### src/rtl/unified_memory_arbiter.sv
// Shares one single-port synchronous RAM between instruction fetch and load/store.
// Arbitrates one access per cycle and steers the returned read data back to its owner.
module unified_memory_arbiter #(
    parameter int data_bits           = 32,
    parameter int memory_size         = 1024,
    parameter int memory_address_bits = $clog2(memory_size),
    parameter int CNT_BITS            = 16
) (
    input  logic                           clk,
    input  logic                           reset,
    input  logic                           if_req,
    input  logic [memory_address_bits-1:0] if_addr,
    output logic                           if_gnt,
    output logic                           if_rvalid,
    output logic [data_bits-1:0]           if_rdata,
    output logic                           if_stall,
    input  logic                           mem_req,
    input  logic                           mem_we,
    input  logic [memory_address_bits-1:0] mem_addr,
    input  logic [data_bits-1:0]           mem_wdata,
    output logic                           mem_gnt,
    output logic                           mem_rvalid,
    output logic [data_bits-1:0]           mem_rdata,
    output logic                           mem_stall,
    output logic                           ram_en,
    output logic                           ram_we,
    output logic [memory_address_bits-1:0] ram_addr,
    output logic [data_bits-1:0]           ram_wdata,
    input  logic [data_bits-1:0]           ram_rdata,
    output logic [CNT_BITS-1:0]            conflict_cnt
);

    typedef enum logic [1:0] {IDLE, F_RD, D_RD} state_t;
    typedef enum logic {W_FETCH, W_DATA} winner_t;

    state_t               state_q, state_d;
    winner_t              last_q, last_d;
    logic [CNT_BITS-1:0]  cnt_q, cnt_d;
    logic                 both;
    logic                 fetch_win;
    logic                 data_win;

    // Under contention the requester that did not win last time goes first.
    always_comb begin
        both      = if_req & mem_req;
        fetch_win = 1'b0;
        data_win  = 1'b0;
        if (reset) begin
            if (both) begin
                fetch_win = (last_q == W_DATA);
                data_win  = (last_q == W_FETCH);
            end else begin
                fetch_win = if_req;
                data_win  = mem_req;
            end
        end
    end

    always_comb begin
        state_d = IDLE;
        last_d  = last_q;
        cnt_d   = cnt_q;
        if (data_win) begin
            state_d = mem_we ? IDLE : D_RD;
            last_d  = W_DATA;
        end else if (fetch_win) begin
            state_d = F_RD;
            last_d  = W_FETCH;
        end
        if (both && (cnt_q != {CNT_BITS{1'b1}})) begin
            cnt_d = cnt_q + {{(CNT_BITS-1){1'b0}}, 1'b1};
        end
    end

    always_ff @(posedge clk) begin
        if (!reset) begin
            state_q <= IDLE;
            last_q  <= W_FETCH;
            cnt_q   <= '0;
        end else begin
            state_q <= state_d;
            last_q  <= last_d;
            cnt_q   <= cnt_d;
        end
    end

    assign if_gnt       = fetch_win;
    assign mem_gnt      = data_win;
    assign if_stall     = if_req & ~fetch_win;
    assign mem_stall    = mem_req & ~data_win;

    assign ram_en       = fetch_win | data_win;
    assign ram_we       = data_win & mem_we;
    assign ram_addr     = data_win ? mem_addr : if_addr;
    assign ram_wdata    = data_win ? mem_wdata : '0;

    assign if_rvalid    = reset & (state_q == F_RD);
    assign mem_rvalid   = reset & (state_q == D_RD);
    assign if_rdata     = if_rvalid ? ram_rdata : '0;
    assign mem_rdata    = mem_rvalid ? ram_rdata : '0;
    assign conflict_cnt = cnt_q;

endmodule
### config.mk
export PLATFORM = sky130hd
export DESIGN_NAME = unified_memory_arbiter
export DESIGN_NICKNAME = d
export VERILOG_FILES = /design/src/rtl/unified_memory_arbiter.sv
export SDC_FILE = /design/constraint.sdc
export NUM_CORES = 1
export LEC_CHECK = 0
export CORE_AREA = 3 3 83 85
export CTS_BUF_LIST = sky130_fd_sc_hd__clkbuf_8
export DETAILED_ROUTE_END_ITERATION = 10
export DIE_AREA = 0 0 86 88
export GPL_TIMING_DRIVEN = 0
export PLACE_DENSITY = 0.86
export SLEW_MARGIN = 5
export SYNTH_ARGS = -nofsm -noshare
export SYNTH_HDL_FRONTEND = slang
export SYNTH_SLANG_ARGS = --single-unit
### constraint.sdc
create_clock -name clk -period 4.3 [get_ports clk]
set_input_delay 0.86 -clock clk [delete_from_list [all_inputs] [get_ports clk]]
set_output_delay 0.86 -clock clk [all_outputs]
set_load 0.1 [all_outputs]
== Word-level counts from Yosys, hierarchy flattened ==
Index checks and enable logic that the tools add are counted.

* Register bits: 19
* Word-level logic and storage cells: 32
* Bits of input ports: 89
* Output and inout port bits: 130

* Muxes and demuxes: 13
* Reduce and logical (&&, ||, !) cells: 2
* Add/subtract/negate cells: 1
* Bitwise operators: 10
* Equality and inequality tests: 3

{| class="wikitable"
|+ Operators by type and width
! kind !! number
|-
| two-way mux 32 bit || 3
|-
| adder 16 x 1 -> 16 bit, second input constant || 1
|-
| inequality test 16 bit, second input constant || 1
|-
| two-way mux 10 bit || 1
|-
| two-way mux 1 bit || 7
|-
| bitwise AND 1 bit || 6
|-
| two-way mux 2 bit || 2
|-
| inverter 1 bit || 3
|-
| equality test 2 x 1 -> 1 bit, second input constant || 1
|-
| equality test 2 bit, second input constant || 1
|-
| nonzero test 2 bit || 1
|-
| logical AND 1 bit || 1
|-
| bitwise OR 1 bit || 1
|}

== Longest topological paths before layout ==
Gate-level depths: netlist of the first run.

* Depth in word-level cells: 5
* Mapped depth: 5
* Mapped depth without buffers: 5

== Worst setup path before layout of the first run ==
No wires, ideal clock.

* Path kind: input -> output
* Start: in reset
* End: out if_rdata[22]
* Arrival: 3.152 ns
* Path buffers: 1
* Path slack: 0.288 ns
* Data required time: 3.440 ns
* Stages on the path: 4
* Path through: inv_1 > nor3b_1 > clkbuf_1 > and2_1

* Longest elaborated chain between the ends: 2

{| class="wikitable"
|+ RTL lines
! item !! RTL line !! RTL
|-
| start: declaration || 10 || <nowiki>input logic reset,</nowiki>
|-
| bitwise AND 1 bit || 97 || <nowiki>assign if_rvalid = reset & (state_q == F_RD);</nowiki>
|-
| via if_rvalid || 14 || <nowiki>output logic if_rvalid,</nowiki>
|-
| two-way mux 32 bit || 99 || <nowiki>assign if_rdata = if_rvalid ? ram_rdata : '0;</nowiki>
|-
| end: declaration || 15 || <nowiki>output logic [data_bits-1:0] if_rdata,</nowiki>
|}

The timed path passes the listed nets, and every way through them passes these cells.

== Worst setup path in the final report of the first run ==
* Start: in reset
* End: out if_rvalid

* Longest elaborated chain between the ends: 1

{| class="wikitable"
|+ RTL lines
! item !! RTL line
|-
| bitwise AND 1 bit || 97
|-
| end: declaration || 14
|}

No other way between the ends.

==> results.json, run 1 <==
{
  "skew_ns": 0.007931,
  "cts_tree": "yes",
  "syn-cell-area_mm2": 0.001793,
  "drv_slew": 0,
  "worstPathMaxFanout": 10,
  "cp_cell_sequence": "clkdlybuf4s50_1 > inv_1 > nor3b_2 > clkbuf_1 > dlygate4sd2_1",
  "p_sw_mw": 0.3910,
  "status": "completed",
  "fill_cells": 578,
  "pre_cts_ws_ns": -0.6183,
  "core_area_mm2": 0.006277,
  "startpoint_type": "input port",
  "drtIter0Drc": 89,
  "avgSynthCellArea_um2": 7.630,
  "drt-total-wl_um": 9069,
  "cp.required_ns": 3.44,
  "yosys.area.top_type": "and2_1",
  "p_int_mw": 0.3764,
  "multi_input_area_mm2": 0.001324,
  "finalSetupViolCount": 0,
  "wl_per_cell_um": 16.98,
  "rsz0062_at_grt": "no",
  "die_h_um": 88,
  "dp_hpwl_um": 7867,
  "drt.antenna.violating_nets": 0,
  "dr.pass1.iters": 4,
  "worstPathArrival_ns": 3.32,
  "criticalPathCategory": "in2out",
  "seq_power_share_pct": 23.6,
  "worstMarginPinSlew_ns": 1.042,
  "dpl_cell_area_mm2": 0.004071,
  "fmax_mhz": 239.5,
  "pwr-share-comb_pct": 60.0,
  "timing.final.crit_share_pct": 97.11,
  "dieArea_mm2": 0.007568,
  "grt_pass1_vias": 2460,
  "numCtsBuffers": 3,
  "ir_worst_vdd_mv": 0.1515,
  "cp_num_buf_inv": 4,
  "critPathTopFamily": "buffers and inverters",
  "maxCapViolations": 0,
  "grt-ovfl-total": 0,
  "synth_cells": 235,
  "relSlewSlack_pct": 30.83,
  "slowest_stage": "dlygate4sd2_1",
  "seq_area_frac_synth_pct": 21.21,
  "finalHoldViolCount": 0,
  "synth_cell_types": 41,
  "swShare_pct": 50.95,
  "drc_errors": 0,
  "initial_utilization_pct": 28.56,
  "port_buffers": 218,
  "syn_nets": 325,
  "cts.htree.levels": 1,
  "yosys_warnings": 0,
  "ys_seq_elements": 19,
  "worst_slack_ns": 0.1241,
  "gp_congestion": 0.9440,
  "syn_to_final_growth_pct": 121.7,
  "vias_per_cell": 4.830,
  "crit_path_end_kind": "output pin",
  "clk_latency_ns": 0.26,
  "power.static_leakage_nw": 1.858,
  "holdWs_ns": 0.5205,
  "p_clk_share_pct": 16.4,
  "final_area_mm2": 0.003975,
  "grt_max_degree": 12,
  "nets": 548,
  "die_w_um": 86,
  "antenna_found_initial": 0,
  "clockBufferDepth": 2,
  "clock_sinks": 19,
  "path_clk_slew_ns": 0.08,
  "cts-root-buf": "clkbuf_8",
  "synth_area_leaders": "and2_1 23%, dfxtp_1 21%, and3_1 12%",
  "track_usage_pct": 22.00,
  "synth.top_cell.area_share_pct": 22.68,
  "diodes": 0,
  "drive_above_1_share_pct": 21.23,
  "num_vias": 2579,
  "slowest_delay_ns": 0.91,
  "period_minus_slack_ns": 4.176,
  "io_pins": 219,
  "cellPowerDensity_mw_per_mm2": 193.1,
  "row_count": 29,
  "worstHoldPathType": "reg2reg",
  "grt_pass1_wl_um": 13110,
  "setup_tns_ns": 0,
  "regArea_um2": 380.4
}
==> cell usage after synthesis <==
| cell type | number |
|---|---|
| o21a_1 | 2 |
| o311ai_0 | 1 |
| nor2b_1 | 1 |
| nor4_1 | 5 |
| nand3_4 | 1 |
| or4_1 | 2 |
| a21oi_1 | 8 |
| nand2_1 | 9 |
| nor4_4 | 1 |
| and3_1 | 35 |
| nand4_2 | 2 |
| nor2_1 | 7 |
| nand3_2 | 1 |
| ha_1 | 1 |
| o221a_1 | 1 |
| buf_4 | 2 |
| dfxtp_1 | 19 |
| and2_2 | 2 |
| nor4_2 | 1 |
| nor3_1 | 2 |
| nand2b_1 | 3 |
| xor2_1 | 1 |
| or3_1 | 6 |
| o21ai_1 | 2 |
| and4bb_2 | 1 |
| mux2_2 | 10 |
| buf_6 | 1 |
| mux2i_1 | 3 |
| nor3b_1 | 1 |
| o31ai_1 | 2 |
| o41ai_1 | 1 |
| and2_1 | 65 |
| or2_1 | 1 |
| nand4_1 | 2 |
| o21ai_0 | 5 |
| a31oi_1 | 1 |
| clkbuf_1 | 14 |
| inv_1 | 5 |
| o31a_1 | 1 |
| nand3_1 | 6 |
| o41ai_4 | 1 |
==> worst paths after layout <==
| kind | start | endpoint | slack (ns) | depth (start not counted) |
|---|---|---|---|---|
| worst min register to register | conflict_cnt[10]$_SDFFE_PN0P_ | conflict_cnt[10]$_SDFFE_PN0P_ | 0.52 | 2 |
| worst max-delay path | reset | if_rvalid | 0.12 | 5 |
| worst min-delay path | conflict_cnt[10]$_SDFFE_PN0P_ | conflict_cnt[10]$_SDFFE_PN0P_ | 0.52 | 2 |
| worst max register to register | conflict_cnt[0]$_SDFFE_PN0P_ | conflict_cnt[7]$_SDFFE_PN0P_ | 2.51 | 5 |
==> layout make-up <==
type / instances / share of cell area, %
buffer: 17 / 1.983
sequential: 19 / 9.569
multi-input combinational: 194 / 33.30
clock buffer: 3 / 1.039
timing repair buffer: 218 / 51.09
inverter: 5 / 0.4721
clock inverter: 1 / 0.1259
tap: 77 / 2.424
==> through the flow <==
step | std cells | total power [mW] | util [%]
floorplan | 235 | 0.4996 | -
global placement | 530 | 0.6616 | 64.86
detailed placement | 530 | 0.6654 | 64.86
CTS | 534 | 0.7753 | 65.40
global route | 534 | 0.7940 | 63.32
finish | 534 | 0.7674 | 63.32
==> placed cells by master, fill, tap and decap left out, drive strengths merged, types with 3 or more instances in the layout <==
| cell type | count |
|---|---|
| o21ai | 7 |
| nand3 | 8 |
| and3 | 35 |
| nand4 | 4 |
| nor2 | 7 |
| nand2 | 9 |
| dlygate4sd2 | 38 |
| inv | 5 |
| nand2b | 3 |
| mux2i | 3 |
| or3 | 6 |
| clkdlybuf4s15 | 38 |
| mux2 | 10 |
| clkbuf | 48 |
| a21oi | 8 |
| clkdlybuf4s50 | 109 |
| dfxtp | 19 |
| buf | 3 |
| and2 | 67 |
| nor4 | 7 |
==> flip-flops by register name, indices dropped and copies added (netlist names) <==
signal and cells:
conflict_cnt 16, last_q 1, state_q 2
==> metal layers <==
metal	global-route usage (%)	vias up	share of wire, %	wire [um]
met5	0	-	0	0
met4	5.324	0	1.4	129
met3	4.610	10	6.5	593
met2	35.88	125	49	4402
met1	29.64	1174	43	3943
li1	-	1270	-	-
==> cells by family after synthesis <==
| family | count (synthesis) | share of synthesized area [%] |
|---|---|---|
| AOI/OAI and AO/OA | 25 | 9.840 |
| muxes | 13 | 7.956 |
| xor gates and xnor gates | 1 | 0.4886 |
| DFF | 19 | 21.21 |
| and+or+nand+nor | 154 | 54.36 |
| adders and majority gates | 1 | 0.6977 |
| buffers and inverters | 22 | 5.443 |
==> power by group through the flow <==
stage               logic, mW  registers (mW)  clock network [mW]
floorplan               0.306           0.193                   0
global placement        0.477           0.185                   0
detailed placement      0.480           0.185                   0
CTS                     0.465           0.181               0.129
global route            0.476           0.182               0.136
finish                  0.460           0.181               0.126
==> what timing repair did <==
item / CTS / global route
setup endpoints to repair: 106 / 42
buffers inserted: 0 / 0
hold buffers: 0 / 0
resized for setup: 201 / 47
==> worst register-to-register path, cell delays in order (launching register included) <==
cell      delay [ns]
dfxtp_1         0.39
ha_1            0.22
nand4_1         0.30
nor4_4          0.51
o311ai_0        0.20
o41ai_1         0.09
Power figures use the tool's default switching activity.
==> inputs of run 2 (changes only) <==
- HOLD_SLACK_MARGIN: default -> 0.03
==> results of run 2 <==
Same layout as run 1: the final DEF is identical, and so are final timing and power.
